**config.mk**
```make
export PLATFORM = sky130hd
export DESIGN_NAME = vstu_bresp_tracker_flat
export DESIGN_NICKNAME = d
export VERILOG_FILES = /design/src/rtl/vstu_bresp_tracker_if.sv /design/src/rtl/vstu_bresp_tracker.sv /design/src/flat_wrapper.sv
export SDC_FILE = /design/constraint.sdc
export NUM_CORES = 1
export LEC_CHECK = 0
export ABC_AREA = 1
export BUFFER_PORTS_ARGS = -buffer_cell sky130_fd_sc_hd__buf_4
export CORE_MARGIN = 2
export CORE_UTILIZATION = 40
export DETAILED_ROUTE_END_ITERATION = 12
export PLACE_DENSITY = 0.6
export SLEW_MARGIN = 10
export SYNTH_ARGS = -nofsm -noshare
export SYNTH_HDL_FRONTEND = slang
export SYNTH_SLANG_ARGS = --single-unit
```
**constraint.sdc**
```tcl
create_clock -name clk_i -period 4.5 [get_ports clk_i]
set_input_delay 0.225 -clock clk_i [delete_from_list [all_inputs] [get_ports clk_i]]
set_output_delay 0.225 -clock clk_i [all_outputs]
set_load 0.01 [all_outputs]
```
**src/rtl/vstu_bresp_tracker_if.sv**
```systemverilog
// Handshake bundle between the store unit, the address generator, the AXI B channel and the
// write-response tracker. The slave modport is the tracker's view of the bundle.
interface vstu_bresp_tracker_if #(
    parameter int unsigned NrVInsn = 8
);
    localparam int unsigned IdW = (NrVInsn > 1) ? $clog2(NrVInsn) : 1;

    // Instruction accept from the store unit
    logic           insn_valid;
    logic [IdW-1:0] insn_id;
    logic           insn_zero;
    logic           insn_ready;

    // AW burst issue from the address generator
    logic           burst_valid;
    logic           burst_last;
    logic           burst_ready;

    // AXI B channel
    logic           b_valid;
    logic [1:0]     b_resp;
    logic           b_ready;

    // Completion towards the main sequencer
    logic           done_valid;
    logic [IdW-1:0] done_id;
    logic           store_pending;
    logic           err;
    logic [IdW-1:0] err_id;

    modport slave (
        input  insn_valid, insn_id, insn_zero,
        output insn_ready,
        input  burst_valid, burst_last,
        output burst_ready,
        input  b_valid, b_resp,
        output b_ready,
        output done_valid, done_id, store_pending, err, err_id
    );

    modport master (
        output insn_valid, insn_id, insn_zero,
        input  insn_ready,
        output burst_valid, burst_last,
        input  burst_ready,
        output b_valid, b_resp,
        input  b_ready,
        input  done_valid, done_id, store_pending, err, err_id
    );
endinterface

```
**src/rtl/vstu_bresp_tracker.sv**
```systemverilog
// In-order AW burst / B response tracker for the vector store unit; one queue entry per store.
// Optional sticky B-error reporting is built when VSTU_BRESP_ERR_EN is defined.
module vstu_bresp_tracker #(
    parameter int unsigned NrVInsn        = 8,
    parameter int unsigned InsnQueueDepth = 4,
    parameter int unsigned MaxOutstanding = 16
) (
    input logic                 clk_i,
    input logic                 rst_ni,
    vstu_bresp_tracker_if.slave bus
);
    localparam int unsigned IdW  = (NrVInsn > 1) ? $clog2(NrVInsn) : 1;
    localparam int unsigned PtrW = (InsnQueueDepth > 1) ? $clog2(InsnQueueDepth) : 1;
    localparam int unsigned CntW = PtrW + 1;
    localparam int unsigned OutW = ((MaxOutstanding > 1) ? $clog2(MaxOutstanding) : 1) + 1;

    typedef logic [IdW-1:0]  id_t;
    typedef logic [PtrW-1:0] ptr_t;
    typedef logic [CntW-1:0] cnt_t;
    typedef logic [OutW-1:0] out_t;

    typedef struct packed {
        logic valid;
        id_t  id;
        out_t outstanding;
        logic closed;
`ifdef VSTU_BRESP_ERR_EN
        logic err;
`endif
    } entry_t;

    function automatic ptr_t ptr_inc(ptr_t p);
        return (p == ptr_t'(InsnQueueDepth - 1)) ? '0 : p + ptr_t'(1);
    endfunction

    entry_t entry_q [InsnQueueDepth];
    entry_t entry_d [InsnQueueDepth];
    ptr_t   accept_pnt_q, accept_pnt_d;
    ptr_t   open_pnt_q, open_pnt_d;
    ptr_t   commit_pnt_q, commit_pnt_d;
    cnt_t   count_q, count_d;
    logic   done_valid_q, done_valid_d;
    id_t    done_id_q, done_id_d;

    logic   insn_ready;
    logic   burst_ready;
    logic   b_ready;
    logic   accept;
    logic   burst_fire;
    logic   b_fire;
    logic   pop;
    logic   found;
    ptr_t   scan_idx;

`ifdef VSTU_BRESP_ERR_EN
    logic   err_q, err_d;
    id_t    err_id_q, err_id_d;
    logic   unused_b_resp;
    assign unused_b_resp = bus.b_resp[0];
`else
    logic   unused_b_resp;
    assign unused_b_resp = ^bus.b_resp;
`endif

    // Handshake conditions, all taken from registered state.
    assign insn_ready  = (count_q != cnt_t'(InsnQueueDepth));
    assign burst_ready = entry_q[open_pnt_q].valid && !entry_q[open_pnt_q].closed &&
                         (entry_q[open_pnt_q].outstanding != out_t'(MaxOutstanding));
    assign b_ready     = entry_q[commit_pnt_q].valid &&
                         (entry_q[commit_pnt_q].outstanding != '0);

    assign accept     = bus.insn_valid && insn_ready;
    assign burst_fire = bus.burst_valid && burst_ready;
    assign b_fire     = bus.b_valid && b_ready;

    always_comb begin
        entry_d      = entry_q;
        accept_pnt_d = accept_pnt_q;
        commit_pnt_d = commit_pnt_q;
        count_d      = count_q;
        done_valid_d = 1'b0;
        done_id_d    = '0;
        pop          = 1'b0;
        open_pnt_d   = open_pnt_q;
        found        = 1'b0;
        scan_idx     = '0;
`ifdef VSTU_BRESP_ERR_EN
        err_d        = err_q;
        err_id_d     = err_id_q;
`endif

        // A full queue blocks accept, so the accept slot never aliases open or commit.
        if (accept) begin
            entry_d[accept_pnt_q].valid       = 1'b1;
            entry_d[accept_pnt_q].id          = bus.insn_id;
            entry_d[accept_pnt_q].outstanding = '0;
            entry_d[accept_pnt_q].closed      = bus.insn_zero;
`ifdef VSTU_BRESP_ERR_EN
            entry_d[accept_pnt_q].err         = 1'b0;
`endif
            accept_pnt_d = ptr_inc(accept_pnt_q);
        end

        if (burst_fire) begin
            entry_d[open_pnt_q].outstanding = entry_d[open_pnt_q].outstanding + out_t'(1);
            if (bus.burst_last) begin
                entry_d[open_pnt_q].closed = 1'b1;
            end
        end

        // Applied after the burst update so a same-entry issue and retire cancel out.
        if (b_fire) begin
            entry_d[commit_pnt_q].outstanding = entry_d[commit_pnt_q].outstanding - out_t'(1);
`ifdef VSTU_BRESP_ERR_EN
            if (bus.b_resp[1]) begin
                entry_d[commit_pnt_q].err = 1'b1;
            end
`endif
        end

        // Retire in the same cycle as the final B so the done pulse follows it directly.
        pop = entry_q[commit_pnt_q].valid && entry_q[commit_pnt_q].closed &&
              (entry_d[commit_pnt_q].outstanding == '0);

        if (pop) begin
            entry_d[commit_pnt_q].valid = 1'b0;
            commit_pnt_d = ptr_inc(commit_pnt_q);
            done_valid_d = 1'b1;
            done_id_d    = entry_q[commit_pnt_q].id;
`ifdef VSTU_BRESP_ERR_EN
            if (entry_d[commit_pnt_q].err && !err_q) begin
                err_d    = 1'b1;
                err_id_d = entry_q[commit_pnt_q].id;
            end
`endif
        end

        unique case ({accept, pop})
            2'b10:   count_d = count_q + cnt_t'(1);
            2'b01:   count_d = count_q - cnt_t'(1);
            default: count_d = count_q;
        endcase

        // Everything older than open_pnt is closed, so the oldest open entry is the first
        // valid, unclosed slot found walking forward from it; none left means accept_pnt.
        open_pnt_d = accept_pnt_d;
        for (int unsigned i = 0; i < InsnQueueDepth; i++) begin
            scan_idx = ptr_t'((32'(open_pnt_q) + i) % InsnQueueDepth);
            if (!found && entry_d[scan_idx].valid && !entry_d[scan_idx].closed) begin
                open_pnt_d = scan_idx;
                found      = 1'b1;
            end
        end
    end

    always_ff @(posedge clk_i or negedge rst_ni) begin
        if (!rst_ni) begin
            entry_q      <= '{default: '0};
            accept_pnt_q <= '0;
            open_pnt_q   <= '0;
            commit_pnt_q <= '0;
            count_q      <= '0;
            done_valid_q <= 1'b0;
            done_id_q    <= '0;
        end else begin
            entry_q      <= entry_d;
            accept_pnt_q <= accept_pnt_d;
            open_pnt_q   <= open_pnt_d;
            commit_pnt_q <= commit_pnt_d;
            count_q      <= count_d;
            done_valid_q <= done_valid_d;
            done_id_q    <= done_id_d;
        end
    end

`ifdef VSTU_BRESP_ERR_EN
    always_ff @(posedge clk_i or negedge rst_ni) begin
        if (!rst_ni) begin
            err_q    <= 1'b0;
            err_id_q <= '0;
        end else begin
            err_q    <= err_d;
            err_id_q <= err_id_d;
        end
    end

    assign bus.err    = err_q;
    assign bus.err_id = err_id_q;
`else
    assign bus.err    = 1'b0;
    assign bus.err_id = '0;
`endif

    assign bus.insn_ready    = insn_ready;
    assign bus.burst_ready   = burst_ready;
    assign bus.b_ready       = b_ready;
    assign bus.done_valid    = done_valid_q;
    assign bus.done_id       = done_id_q;
    assign bus.store_pending = (count_q != '0);

    a_count_bound: assert property (@(posedge clk_i) disable iff (!rst_ni)
        count_q <= cnt_t'(InsnQueueDepth));
    a_pop_implies_pending: assert property (@(posedge clk_i) disable iff (!rst_ni)
        pop |-> (count_q != '0));
endmodule
```
**src/flat_wrapper.sv**
```systemverilog
// flat-port wrapper written by rule: the top's interface ports become plain ports
module vstu_bresp_tracker_flat 
#(
    parameter int unsigned NrVInsn        = 8,
    parameter int unsigned InsnQueueDepth = 4,
    parameter int unsigned MaxOutstanding = 16
)
  (clk_i, rst_ni, bus_insn_valid, bus_insn_id, bus_insn_zero, bus_insn_ready, bus_burst_valid, bus_burst_last, bus_burst_ready, bus_b_valid, bus_b_resp, bus_b_ready, bus_done_valid, bus_done_id, bus_store_pending, bus_err, bus_err_id);
  vstu_bresp_tracker_if #(.NrVInsn(NrVInsn)) bus_i ();
  input logic clk_i;
  input logic rst_ni;
  input wire logic [$bits(bus_i.insn_valid)-1:0] bus_insn_valid;
  input wire logic [$bits(bus_i.insn_id)-1:0] bus_insn_id;
  input wire logic [$bits(bus_i.insn_zero)-1:0] bus_insn_zero;
  output wire logic [$bits(bus_i.insn_ready)-1:0] bus_insn_ready;
  input wire logic [$bits(bus_i.burst_valid)-1:0] bus_burst_valid;
  input wire logic [$bits(bus_i.burst_last)-1:0] bus_burst_last;
  output wire logic [$bits(bus_i.burst_ready)-1:0] bus_burst_ready;
  input wire logic [$bits(bus_i.b_valid)-1:0] bus_b_valid;
  input wire logic [$bits(bus_i.b_resp)-1:0] bus_b_resp;
  output wire logic [$bits(bus_i.b_ready)-1:0] bus_b_ready;
  output wire logic [$bits(bus_i.done_valid)-1:0] bus_done_valid;
  output wire logic [$bits(bus_i.done_id)-1:0] bus_done_id;
  output wire logic [$bits(bus_i.store_pending)-1:0] bus_store_pending;
  output wire logic [$bits(bus_i.err)-1:0] bus_err;
  output wire logic [$bits(bus_i.err_id)-1:0] bus_err_id;
  assign bus_i.insn_valid = bus_insn_valid;
  assign bus_i.insn_id = bus_insn_id;
  assign bus_i.insn_zero = bus_insn_zero;
  assign bus_insn_ready = bus_i.insn_ready;
  assign bus_i.burst_valid = bus_burst_valid;
  assign bus_i.burst_last = bus_burst_last;
  assign bus_burst_ready = bus_i.burst_ready;
  assign bus_i.b_valid = bus_b_valid;
  assign bus_i.b_resp = bus_b_resp;
  assign bus_b_ready = bus_i.b_ready;
  assign bus_done_valid = bus_i.done_valid;
  assign bus_done_id = bus_i.done_id;
  assign bus_store_pending = bus_i.store_pending;
  assign bus_err = bus_i.err;
  assign bus_err_id = bus_i.err_id;
  vstu_bresp_tracker #(.NrVInsn(NrVInsn), .InsnQueueDepth(InsnQueueDepth), .MaxOutstanding(MaxOutstanding)) u_core (.clk_i(clk_i), .rst_ni(rst_ni), .bus(bus_i));
endmodule
```
==> impl_results.md <==
* Post-Route WL at 12600 um
* Hold path startpoint: bus_insn_id[1]
* CP Capture Type: flip-flop
* Clock buffer depth at 2
* Reg-to-Reg Start: u_core.accept_pnt_q[1]
* Status: completed
* Top-area cell type share of the netlist area at 31.2%
* Synthesized flop and latch total at 53
* Synthesized area at 0.00425 mm^2
* Clock Pin Slew Worst Setup and Hold Paths at 0.10 ns
* CP Max Fanout at 4
* R2R setup slack at 0.35 ns
* Initial antenna violation count at 0
* Largest net degree at the start of global routing at 54
* Clock skew at 0.00989 ns
* Via Count at 4323
* Post-route cell area at 0.00526 mm^2
* Worst-Skew Late Latency at 0.32 ns
* Core Region at 0.0103 mm^2
* R2R depth at 40
* Fin crit period at 4.15 ns
* Layout Nets at 731
* CP arrival at 4.39 ns
* Ys flop type: dfrtp_1
* Inserted Clock Buffers at 5
* Tightest Pin Transition at 0.673 ns
* Post-synthesis sequential area ratio at 31.2%
* Synth-to-Final Area Change at 23.9%
* Yosys cell types at 40
* Area leader, netlist: dfrtp_1
* Final hold slack at 0.130 ns
* Routed len/inst at 15.0 um
* Layout cells sized above 1 at 25.4%
* Top cells by area, synth: dfrtp_1, nand2_1, nand3_1
* Worst path max stage delay at 0.40 ns
* Crit path launch: u_core.accept_pnt_q[1]
* GRT overflow at 0
* Antenna fix cells at 0
* Commonest cells post-synth: nand2_1, nand3_1, inv_1, dfrtp_1, nor2_1
* Sink Count at 53
* Non-Filler Instances at 840
* Vias in the first global route at 4015
* H-tree depth at 2
* Die Wd at 107 um
* Initial Util at 41.2%
* Ys async rst share at 100%
* PwrDens at 592 mW/mm^2
* Final setup viols at 0
* Worst min path class: input port to flip-flop
* Synth warn at 0
* FP Rows at 37
* ANT nets after route at 0
* Count leader, synth: nand2_1
* Number of I/O port buffers at 17
* # IOs at 24
* Hold depth at 3
* Clk root buf: clkbuf_8
* Peak Freq at 0.241 GHz
* Worst r2r dst: u_core.open_pnt_q[1]
* CTS tree: done
* GP Congestion at 0.920
* Crit Path Class: flip-flop to flip-flop
* Overall power at 3.12 mW
* Full die area at 0.0115 mm^2
* Fin. Hold Viols at 0
* # placed instances at 822
* Die Y at 107 um
* CP max stage cell: dfrtp_1
* Dpl hpwl at 9540 um
* CP Launch Type: flip-flop
* Final worst slack at 0.346 ns
* Worst vdd ir at 0.296 mV
* EDFF count, synth at 0
* Initial detailed-routing violation count at 339
* 1st-pass router iterations at 5
* Cells after Synth at 640
* Total global routing track utilization at 22.5%
* Vias/cell at 5.15
* Final period utilization at 92.3%
* Leak at 2.75 nW
* Syn Area/Cell at 6.64 um^2
* Max-cap violations at 0
* Delay-heaviest family, CP: simple AND/OR/NAND/NOR gates
* DRC viols at 0
* First-pass GRT wire length at 20000 um
* Placed Area at 0.00481 mm^2
* Max-slew violations at 0
* CP Buf/Inv Count at 6
* Pre-CTS setup slack at -0.00793 ns
* Rel. slew slack at 55.2%
* Req. time, crit path at 4.73 ns
[stage by stage]
step / TNS, ns / util (%)
2_1_floorplan: 0 / -
3_3_place_gp: 0 / 46.6
3_5_place_dp: -0.0138 / 46.6
4_1_cts: 0 / 47.6
5_1_grt: -0.00192 / 51.0
6_report: 0 / 51.0
[what timing repair did]
item	CTS	global route
buffers inserted	0	9
hold endpoints to repair	53	0
setup endpoints to repair	3	4
hold buffers	1	0
pin swaps	0	22
resized for setup	2	71
[worst register-to-register path: cells and delay by family, from the launching register on]
family / cells / cell delay, ns
simple gates: 32 / 2.72
buf+inv: 6 / 0.54
flops: 1 / 0.40
fa+ha+maj: 2 / 0.39
[metal layers]
metal  global-route usage (%)  share of wire, %  vias up
li1                         -                 -     2183
met1                     31.3                46     1984
met2                     36.3                47      141
met3                     3.47               5.9       15
met4                     6.12               1.2        0
met5                        0                 0        -
[cell type report]
| class | count | area (um^2) |
|---|---|---|
| clock buffers | 6 | 72.6 |
| clock inverters | 2 | 15.0 |
| fillers | 1050 | 5060 |
| inverters | 79 | 300 |
| multi-input cells | 491 | 2810 |
| flip-flops and latches | 53 | 1330 |
| well taps | 136 | 170 |
| repair buffers | 73 | 571 |
[power by group]
| group | leakage [nW] | switching, mW | internal, mW |
|---|---|---|---|
| sequential | 0.628 | 0.105 | 0.590 |
| clock | 0.0374 | 0.172 | 0.110 |
| combinational | 2.08 | 1.31 | 0.832 |
[cell families (layout without fill, tap and decap cells)]
family / after synthesis / in the layout / synth area share, %
AND/OR/NAND/NOR: 409 / 409 / 45.9
buffers and inverters: 99 / 160 / 9.63
AO/OA/AOI/OAI: 59 / 59 / 7.45
flip-flops: 53 / 53 / 31.2
adder cells (fa/ha/maj): 16 / 16 / 4.89
XOR/XNOR: 3 / 3 / 0.795
other: 1 / 4 / 0.0883
[layout by cell type, fill, tap and decap left out, types with 12 or more instances in the layout]
cell type / count
a21oi_1: 17
buf_4: 70
dfrtp_1: 51
inv_1: 69
nand2_1: 195
nand2_2: 24
nand3_1: 86
nand3_2: 23
nand3_4: 12
nor2_1: 36
o21ai_0: 30
[worst max-delay path by stage]
| stage | slack, ns | cells past startpoint | to |
|---|---|---|---|
| 2_1_floorplan | 0.44 | 34 | u_core.count_q[2] |
| 3_3_place_gp | 0.09 | 34 | u_core.count_q[2] |
| 3_5_place_dp | -0.008 | 34 | u_core.count_q[2] |
| 4_1_cts | 0.02 | 38 | u_core.open_pnt_q[1] |
| 5_1_grt | -0.002 | 37 | u_core.open_pnt_q[1] |
| 6_report | 0.35 | 40 | u_core.open_pnt_q[1] |
Note: power is estimated with default switching activity, not from simulation.
